==> src/rtl/shiftreg_pkg.sv <==
// Shared types and constants for the SIPO receiver.
// With SIPO_PARITY_EN defined, the state enum gains the PARITY state.
package shiftreg_pkg;

  localparam int SIPO_WIDTH_DEFAULT = 4;

  typedef enum logic [1:0] {
    ST_HUNT  = 2'd0,
    ST_SHIFT = 2'd1
`ifdef SIPO_PARITY_EN
    , ST_PARITY = 2'd2
`endif
  } sipo_state_t;

  // Bit counter must hold 0..WIDTH.
  function automatic int sipo_cnt_width(input int width);
    return $clog2(width + 1);
  endfunction

endpackage

==> src/rtl/sipo_hold_reg.sv <==
// Output holding register for the SIPO receiver: valid/ready handshake and sticky overrun.
// SIPO_PARITY_EN adds a parity_err flag that is loaded alongside the data word.
module sipo_hold_reg
  import shiftreg_pkg::*;
#(
  parameter int WIDTH = SIPO_WIDTH_DEFAULT
) (
  input  logic             clk,
  input  logic             reset,
  input  logic             load,
  input  logic [WIDTH-1:0] load_word,
`ifdef SIPO_PARITY_EN
  input  logic             load_perr,
`endif
  input  logic             data_ready,
  input  logic             overrun_clr,
  output logic [WIDTH-1:0] parallel_data_out,
  output logic             data_valid,
  output logic             overrun
`ifdef SIPO_PARITY_EN
  , output logic           parity_err
`endif
);

  logic accept;
  logic drop;

  // A word may land if the register is empty or is being drained this same cycle.
  assign accept = ~data_valid | data_ready;
  assign drop   = load & ~accept;

  always_ff @(posedge clk or negedge reset) begin
    if (!reset) begin
      parallel_data_out <= '0;
      data_valid        <= 1'b0;
      overrun           <= 1'b0;
    end else begin
      if (load && accept) begin
        parallel_data_out <= load_word;
        data_valid        <= 1'b1;
      end else if (data_ready) begin
        data_valid <= 1'b0;
      end
      if (drop) begin
        overrun <= 1'b1;
      end else if (overrun_clr) begin
        overrun <= 1'b0;
      end
    end
  end

`ifdef SIPO_PARITY_EN
  always_ff @(posedge clk or negedge reset) begin
    if (!reset) begin
      parity_err <= 1'b0;
    end else if (load && accept) begin
      parity_err <= load_perr;
    end
  end
`endif

endmodule

==> src/rtl/shiftreg_sipo_rx.sv <==
// Serial-in parallel-out receiver: frame hunting, bit assembly and hand-off to the holding register.
// Optional even-parity bit per word when SIPO_PARITY_EN is defined.
//
// state  | meaning
// HUNT   | waiting for frame_start; serial bits ignored
// SHIFT  | collecting data bits; counter = bits received in current word
// PARITY | all data bits in, next valid bit is the parity bit (SIPO_PARITY_EN only)
module shiftreg_sipo_rx
  import shiftreg_pkg::*;
#(
  parameter int WIDTH     = SIPO_WIDTH_DEFAULT,
  parameter int MSB_FIRST = 1
) (
  input  logic             clk,
  input  logic             reset,
  input  logic             serial_data_in,
  input  logic             serial_valid,
  input  logic             frame_start,
  output logic [WIDTH-1:0] parallel_data_out,
  output logic             data_valid,
  input  logic             data_ready,
  output logic             overrun,
  input  logic             overrun_clr
`ifdef SIPO_PARITY_EN
  , output logic           parity_err
`endif
);

  localparam int CW = sipo_cnt_width(WIDTH);
  localparam logic [CW-1:0] LAST = CW'(WIDTH - 1);

  sipo_state_t      state_q, state_d;
  logic [CW-1:0]    cnt_q, cnt_d;
  logic [WIDTH-1:0] shift_q, shift_d;
  logic [WIDTH-1:0] word_val;
  logic             word_done;
`ifdef SIPO_PARITY_EN
  logic             perr_d;
`endif

  // Shifting direction places the first bit of a full word at the MSB or LSB.
  function automatic logic [WIDTH-1:0] shift_in(input logic [WIDTH-1:0] cur, input logic b);
    if (MSB_FIRST != 0) return {cur[WIDTH-2:0], b};
    else                return {b, cur[WIDTH-1:1]};
  endfunction

  always_ff @(posedge clk or negedge reset) begin
    if (!reset) begin
      state_q <= ST_HUNT;
      cnt_q   <= '0;
      shift_q <= '0;
    end else begin
      state_q <= state_d;
      cnt_q   <= cnt_d;
      shift_q <= shift_d;
    end
  end

  always_comb begin
    state_d   = state_q;
    cnt_d     = cnt_q;
    shift_d   = shift_q;
    word_done = 1'b0;
    word_val  = shift_in(shift_q, serial_data_in);
`ifdef SIPO_PARITY_EN
    perr_d    = 1'b0;
`endif
    // frame_start resynchronises from any state and overrides a completing word.
    if (frame_start) begin
      state_d = ST_SHIFT;
      if (serial_valid) begin
        shift_d = shift_in('0, serial_data_in);
        cnt_d   = CW'(1);
      end else begin
        shift_d = '0;
        cnt_d   = '0;
      end
    end else if (serial_valid) begin
      case (state_q)
        ST_HUNT: state_d = ST_HUNT;
        ST_SHIFT: begin
          shift_d = word_val;
          if (cnt_q == LAST) begin
`ifdef SIPO_PARITY_EN
            state_d = ST_PARITY;
            cnt_d   = CW'(WIDTH);
`else
            word_done = 1'b1;
            cnt_d     = '0;
`endif
          end else begin
            cnt_d = cnt_q + CW'(1);
          end
        end
`ifdef SIPO_PARITY_EN
        ST_PARITY: begin
          word_done = 1'b1;
          word_val  = shift_q;
          perr_d    = ^{shift_q, serial_data_in};
          state_d   = ST_SHIFT;
          cnt_d     = '0;
        end
`endif
        default: begin
          state_d = ST_HUNT;
          cnt_d   = '0;
        end
      endcase
    end
  end

  sipo_hold_reg #(.WIDTH(WIDTH)) u_hold (
    .clk               (clk),
    .reset             (reset),
    .load              (word_done),
    .load_word         (word_val),
`ifdef SIPO_PARITY_EN
    .load_perr         (perr_d),
`endif
    .data_ready        (data_ready),
    .overrun_clr       (overrun_clr),
    .parallel_data_out (parallel_data_out),
    .data_valid        (data_valid),
    .overrun           (overrun)
`ifdef SIPO_PARITY_EN
    , .parity_err      (parity_err)
`endif
  );

endmodule

==> config.mk <==
export PLATFORM = sky130hd
export DESIGN_NAME = shiftreg_sipo_rx
export DESIGN_NICKNAME = d
export VERILOG_FILES = /design/src/rtl/shiftreg_pkg.sv /design/src/rtl/sipo_hold_reg.sv /design/src/rtl/shiftreg_sipo_rx.sv
export SDC_FILE = /design/constraint.sdc
export NUM_CORES = 1
export LEC_CHECK = 0
export CELL_PAD_IN_SITES_DETAIL_PLACEMENT = 1
export CELL_PAD_IN_SITES_GLOBAL_PLACEMENT = 1
export CORE_MARGIN = 2
export CORE_UTILIZATION = 38
export CTS_BUF_LIST = sky130_fd_sc_hd__clkbuf_8
export DETAILED_ROUTE_END_ITERATION = 6
export GPL_ROUTABILITY_DRIVEN = 0
export PLACE_DENSITY = 0.84
export SLEW_MARGIN = 25
export SYNTH_ARGS = -nofsm -noshare
export SYNTH_HDL_FRONTEND = slang
export SYNTH_SLANG_ARGS = --single-unit
==> constraint.sdc <==
create_clock -name clk -period 1.4 [get_ports clk]
set_input_delay 0.14 -clock clk [delete_from_list [all_inputs] [get_ports clk]]
set_output_delay 0.14 -clock clk [all_outputs]
set_load 0.05 [all_outputs]
==> reports/metrics.json <==
{
  "status": {
    "status": "finished, final reports clean"
  },
  "global_routing": {
    "antenna_violations_before_repair": 0,
    "global_route_total_overflow": 0,
    "grt_first_pass_wirelength_mm": 2.25,
    "grt.total_usage_pct": 17.6,
    "vias_in_the_first_global_route": 461,
    "grt_start_max_net_pins": 14
  },
  "yosys": {
    "synth_async_sr_flop_share_pct": 100,
    "synth-seq-cells": 13,
    "yosys-top-cells-count": "sky130_fd_sc_hd__dfrtp_1 (13), sky130_fd_sc_hd__nand2_1 (9), sky130_fd_sc_hd__a21oi_1 (4), sky130_fd_sc_hd__mux2_1 (4), sky130_fd_sc_hd__nand2b_1 (3)",
    "synth_cell_types": 17,
    "synth.yosys.warnings": 0,
    "synth_top_area_cell": "sky130_fd_sc_hd__dfrtp_1",
    "largest_cells_by_area_after_synthesis": "sky130_fd_sc_hd__dfrtp_1 (60%), sky130_fd_sc_hd__mux2_1 (8.3%), sky130_fd_sc_hd__nand2_1 (6.2%), sky130_fd_sc_hd__a21oi_1 (3.7%), sky130_fd_sc_hd__nand2b_1 (3.5%)",
    "synthDominantCellAreaShare_pct": 59.9,
    "seq_area_frac_synth_pct": 59.9,
    "synth-edff-count": 0,
    "syn-instance-count": 46,
    "netlist_area_sq_um": 543,
    "yosys.cell_count.top_type": "sky130_fd_sc_hd__dfrtp_1",
    "synth_top_flop_cell": "sky130_fd_sc_hd__dfrtp_1",
    "avgSynthCellArea_sq_um": 11.8,
    "mappedNetlistNets": 54
  },
  "routing": {
    "wirelength_mm": 1.31,
    "vias_per_cell": 5.08,
    "avgRoutedWirePerCell_um": 15.4,
    "final_antenna_net_count": 0,
    "drt_iter0_drc": 3,
    "via_count": 432,
    "drt_drc_violations_left": 0,
    "first_pass_iters": 4
  },
  "clock_network": {
    "clk_transition_reported_paths_ns": 0.06,
    "cts-htree-levels": 1,
    "cts_buffer_depth": 2,
    "clock_latency_ns": 0.24,
    "clock-root-buffer": "sky130_fd_sc_hd__clkbuf_8",
    "tritoncts": "done",
    "cts.sinks": 13,
    "numCtsBuffers": 3
  },
  "floorplanning": {
    "initial_core_utilization_pct": 41.2,
    "core_region_sq_um": 1320,
    "die_y_um": 41.8,
    "fp-row-count": 13,
    "top_level_ports": 13,
    "dieArea_sq_um": 1750,
    "fp.dieW_um": 41.8
  },
  "timing": {
    "rsz0062_at_grt": "yes",
    "final_worst_path_cycle_share_pct": 99.4,
    "hold-worst-slack_ns": 0.210,
    "finalHoldViolations": 0,
    "fin_skew_ns": 0.00225,
    "worst-slew-pin-transition_ns": 0.232,
    "finalSetupViolCount": 0,
    "slew_viol_final": 0,
    "timing_limited_maximum_frequency_mhz": 719,
    "max_slew_margin_pct": 84.5,
    "post-route-min-period_ns": 1.39
  },
  "power_and_ir_drop": {
    "power_switching_uw": 276,
    "power.share.sequential_pct": 43.9,
    "total_power_divided_by_cell_area_nw_per_um2": 1210,
    "power.ir.vdd_worst_uv": 813,
    "power_switching_share_pct": 28.3,
    "p_comb_share_pct": 23.1,
    "share_clk_of_total_power_pct": 33.0,
    "power_report.internal_total_uw": 700,
    "p_leak_uw": 0.000393
  },
  "job": {
    "drv.max_cap_violation_count": 0
  },
  "hold_path": {
    "min_path_type": "in2async"
  },
  "critical_path": {
    "worst-endpoint-required_ns": 1.52,
    "setup.worst_path.start_class": "flip-flop",
    "critical_path.slowest_cell": "sky130_fd_sc_hd__dfrtp_1",
    "cp-end-kind": "flip-flop",
    "crit_type": "reg2reg",
    "critical_path.cell_chain": "ha_2 -> nor3b_4 -> nand3_4 -> mux2_4",
    "critical_path.max_stage_delay_ns": 0.36,
    "worstPathArrival_ns": 1.51,
    "worst-r2r-cell-count": 4,
    "critPathMaxFanout": 4
  },
  "cells_and_area": {
    "area.growth.synth_to_final_pct": 47.9,
    "drive_gt1_share_pct": 38.6,
    "final_design_area_no_fill_sq_um": 803,
    "n_antenna_cell": 0,
    "nNetsFinal": 79
  },
  "place": {
    "port_buffers": 12,
    "dpl_cell_area_sq_um": 712,
    "hpwl_um": 979
  }
}
==> cell type report <==
cell class,count,area [sq um]
Multi-Input combinational cell,30,234
Inverter,2,7.51
Sequential cell,13,325
Tap cell,15,18.8
Clock buffer,3,41.3
Clock inverter,1,3.75
Timing Repair Buffer,21,173
Fill cell,139,514
==> per-layer routing <==
metal | wire (um) | track usage (%) | up-vias
met4 | 0 | 5.81 | 0
li1 | - | - | 205
met1 | 629 | 24.0 | 213
met2 | 615 | 26.6 | 14
met3 | 60 | 5.22 | 0
met5 | 0 | 0 | -
==> worst paths after layout <==
path                                                  start                     endpoint  slack (ns)
worst min register to register  u_hold.parallel_data_out[0]  u_hold.parallel_data_out[0]        0.52
max in group asynchronous                             reset                   shift_q[2]        1.03
min in group clk                                overrun_clr               u_hold.overrun        0.48
worst max-delay path                               cnt_q[1]  u_hold.parallel_data_out[1]       0.009
worst min-delay path                                  reset                   shift_q[1]        0.21
worst max register to register                     cnt_q[1]  u_hold.parallel_data_out[1]       0.009
==> state kept, by name, summed over array words and instances, names as in the netlist <==
signal                    flops
cnt_q                         3
shift_q                       3
state_q                       1
u_hold.data_valid             1
u_hold.overrun                1
u_hold.parallel_data_out      4
==> stage by stage <==
stage	utilization, %	total power, uW	setup TNS, ns	worst slack (ns)	std cells
6_report	61.0	976	0	0.00907	85
3_5_place_dp	54.0	637	-0.427	-0.116	79
5_1_grt	61.0	1020	-0.300	-0.0750	85
3_3_place_gp	54.0	630	-0.0271	-0.0138	79
2_1_floorplan	-	545	0	0.0503	46
4_1_cts	58.7	965	-0.0251	-0.0143	84
==> critical path: cells and delay by family (launching register included) <==
| family | cells | cell delay, ns |
|---|---|---|
| simple gates | 2 | 0.40 |
| flops | 1 | 0.36 |
| mux | 1 | 0.32 |
| fa+ha+maj | 1 | 0.19 |
==> placed cells by master (no fill, tap or decap), drive strengths merged <==
cell and n:
buf 15, dfrtp 13, nand2 9, clkdlybuf4s50 6
a21oi 4, mux2 4, nand2b 3, inv 3
clkbuf 3, and2 1, nor3b 1, nand3 1
or2 1, nor2 1, a32o 1, o22ai 1
a31o 1, a22o 1, ha 1
==> timing repair <==
| item | 4_1_cts | 5_1_grt |
|---|---|---|
| pin swaps | 1 | 2 |
| hold buffers | 0 | 0 |
| setup buffers | 1 | 1 |
| setup endpoints to repair | 4 | 4 |
| gates resized for setup | 2 | 5 |
==> power groups by stage <==
stage	Sequential, uW	Clock [uW]	Combinational, uW
final	429	322	225
after global routing	432	345	242
after CTS	428	327	210
after detailed placement	431	0	206
after global placement	430	0	200
after floorplan	501	0	43.1
==> kinds of logic (layout without fill, tap and decap cells) <==
kind of cell | count (synthesis) | after routing | share of synthesized area, %
and+or+nand+nor | 17 | 17 | 16.8
buffers and inverters | 3 | 27 | 2.77
AOI/OAI and AO/OA | 8 | 8 | 9.91
adders and majority gates | 1 | 1 | 2.30
muxes | 4 | 4 | 8.29
DFF | 13 | 13 | 59.9
Power figures use the tool's default switching activity.
==> edit, RTL diff (same flow settings) <==
Add a define of `SIPO_PARITY_EN`.
--- a/src/rtl/shiftreg_pkg.sv
+++ b/src/rtl/shiftreg_pkg.sv
@@ -2,2 +2,4 @@
 // With SIPO_PARITY_EN defined, the state enum gains the PARITY state.
+`define SIPO_PARITY_EN
+
 package shiftreg_pkg;
Check against the original RTL (old outputs only; new: parity_err): not equivalent (a bounded check fails within 10 cycles, from zero or initial values and one cycle with reset low).
==> edit against the original RTL <==
Synthesized area is 49% higher; critical endpoint is now cnt_q[2]; wire length rose by 51%; worst hold slack worse by 14 ps; critical path type unchanged; sequential cell count rose by 3; power increased by 16%; cell area rose by 37%; worst setup slack gained 53 ps; first-iteration DRC count rose to 5.0 times the old value; sequential power grew 18%.
==> edit: results (changes against the original RTL) <==
Outcome: finished, final reports clean (unchanged)
Synth area leaders: dfrtp_1 (50%), mux2_1 (4.2%), mux2i_1 (3.7%), ha_1 (3.1%), mux2_2 (2.8%) (was dfrtp_1 (60%), mux2_1 (8.3%), nand2_1 (6.2%), a21oi_1 (3.7%), nand2b_1 (3.5%))
Via density: 5.081 (was 5.082)
Met1 WL: 849 um (was 629 um)
Int Pwr: 0.8446 mW (was 0.6999 mW)
CP max FO: 2 (was 4)
Final WL: 1.966 mm (was 1.305 mm)
Hold Slack: 196.2 ps (was 210.2 ps)
DRT iter0 DRCs: 15 (was 3)
Clock latency at the later pin of the worst-skew pair: 260 ps (was 240 ps)
Number of library cell types mapped by synthesis: 31 (was 17)
Pleak: 0.5145 nW (was 0.3933 nW)
Peak VDD IR: 0.8102 mV (was 0.8130 mV)
Placed cell areas: 0.001008 mm2 (was 711.9 um2)
Reg2reg path depth: 5 (was 4)
M3 GR Usage: 3.333% (was 5.217%)
Syn nets: 80 (was 54)
First-pass GRT wire length: 3.381 mm (was 2.249 mm)
Seq/Total Area, Yosys: 49.54% (was 59.91%)
Max incr delay on CP: 390 ps (was 360 ps)
Clk_skew: 1.940 ps (was 2.255 ps)
Final #Nets: 106 (was 79)
WL met2: 1.013 mm (was 615 um)
Largest net degree at the start of global routing: 17 (was 14)
GR peak layer: met2 (unchanged)
Filler cell count: 208 (was 139)
Clock group: 0.427 mW (was 0.322 mW)
DP HPWL: 1.441 mm (was 978.5 um)
GRT met2 Usage: 31.14% (was 26.56%)
Layout cells sized above 1: 32.29% (was 38.57%)
Dpl ws: -60.10 ps (was -116.2 ps)
CTS root buffer: clkbuf_8 (unchanged)
Crit path max-delay family: adder cells (was simple AND/OR/NAND/NOR gates)
GRT met1 Usage: 22.96% (was 24.03%)
Prevailing post-synth register cell: dfrtp_1 (unchanged)
Largest registers: shift_q: 4 flops, u_hold.parallel_data_out: 4 flops, cnt_q: 3 flops (was u_hold.parallel_data_out: 4 flops, cnt_q: 3 flops, shift_q: 3 flops)
Psw: 0.2892 mW (was 0.2759 mW)
Uppermost layer routed: met4 (was met3)
Async S/R FF share, synth: 100.0% (unchanged)
Slowest-stage cell, CP: dfrtp_1 (unchanged)
R2r endpoint: cnt_q[2] (was u_hold.parallel_data_out[1])
Comb power: 0.202 mW (was 0.225 mW)
Internal reg-to-reg setup slack: 60 ps (was 9 ps)
Worst Tran Pin Value: 319.5 ps (was 232.1 ps)
Synth cell count leaders: dfrtp_1 (16), nor2_1 (6), a21oi_1 (4), inv_1 (4), nand2_1 (4) (was dfrtp_1 (13), nand2_1 (9), a21oi_1 (4), mux2_1 (4), nand2b_1 (3))
Total GRT Usage: 18.93% (was 17.59%)
Number of global-route vias before repair: 676 (was 461)
Port buffer count: 13 (was 12)
==> edit: cell types whose count changed after synthesis, moves of 2 or more <==
cell	delta
nand2_1	-5
nor2_1	+5
dfrtp_1	+3
mux2i_1	+3
o21ai_0	+3
inv_1	+2
mux2_2	+2
==> edit: stage by stage <==
stage / setup TNS (ps) / util, % / std cells
3_5_place_dp: -240.7 / 50.88 / 116
4_1_cts: 0 / 54.80 / 121
6_report: 0 / 55.56 / 123
3_3_place_gp: -51.17 / 50.88 / 116
5_1_grt: -14.74 / 55.56 / 123
2_1_floorplan: 0 / - / 71
==> edit: worst max path at each step <==
stage / slack, ps / cells after the start / end / start
after floorplan: 70 / 5 / cnt_q[2] / cnt_q[0]
after global placement: -20 / 3 / u_hold.parallel_data_out[1] / serial_valid
after detailed placement: -60 / 3 / u_hold.parallel_data_out[3] / serial_valid
after CTS: 50 / 5 / cnt_q[2] / cnt_q[1]
after global routing: -10 / 5 / cnt_q[2] / cnt_q[0]
final: 60 / 5 / cnt_q[2] / cnt_q[1]
==> edit: cells by family (layout without fill, tap and decap cells) <==
logic type,Yosys count,count (layout),share of synthesized area [%]
AND/OR/NAND/NOR,22,22,17.65
adder cells (fa/ha/maj),2,2,3.095
XOR/XNOR,3,3,4.954
multiplexers,8,8,10.68
buffers and inverters,8,33,5.262
flip-flops,16,16,49.54
AO/OA/AOI/OAI,12,12,8.824
==> edit: repair_timing <==
item / in CTS / in global routing
setup buffers: 1 / 2
pin swaps: 3 / 2
gates resized for setup: 2 / 0
setup endpoints to repair: 1 / 1
==> edit: area by class of cell <==
class | instances | area share, %
flip-flops and latches | 16 | 36.48
repair buffers | 25 | 19.55
inverters | 4 | 1.364
multi-input cells | 47 | 34.55
well taps | 27 | 3.068
clock buffers | 4 | 5.000
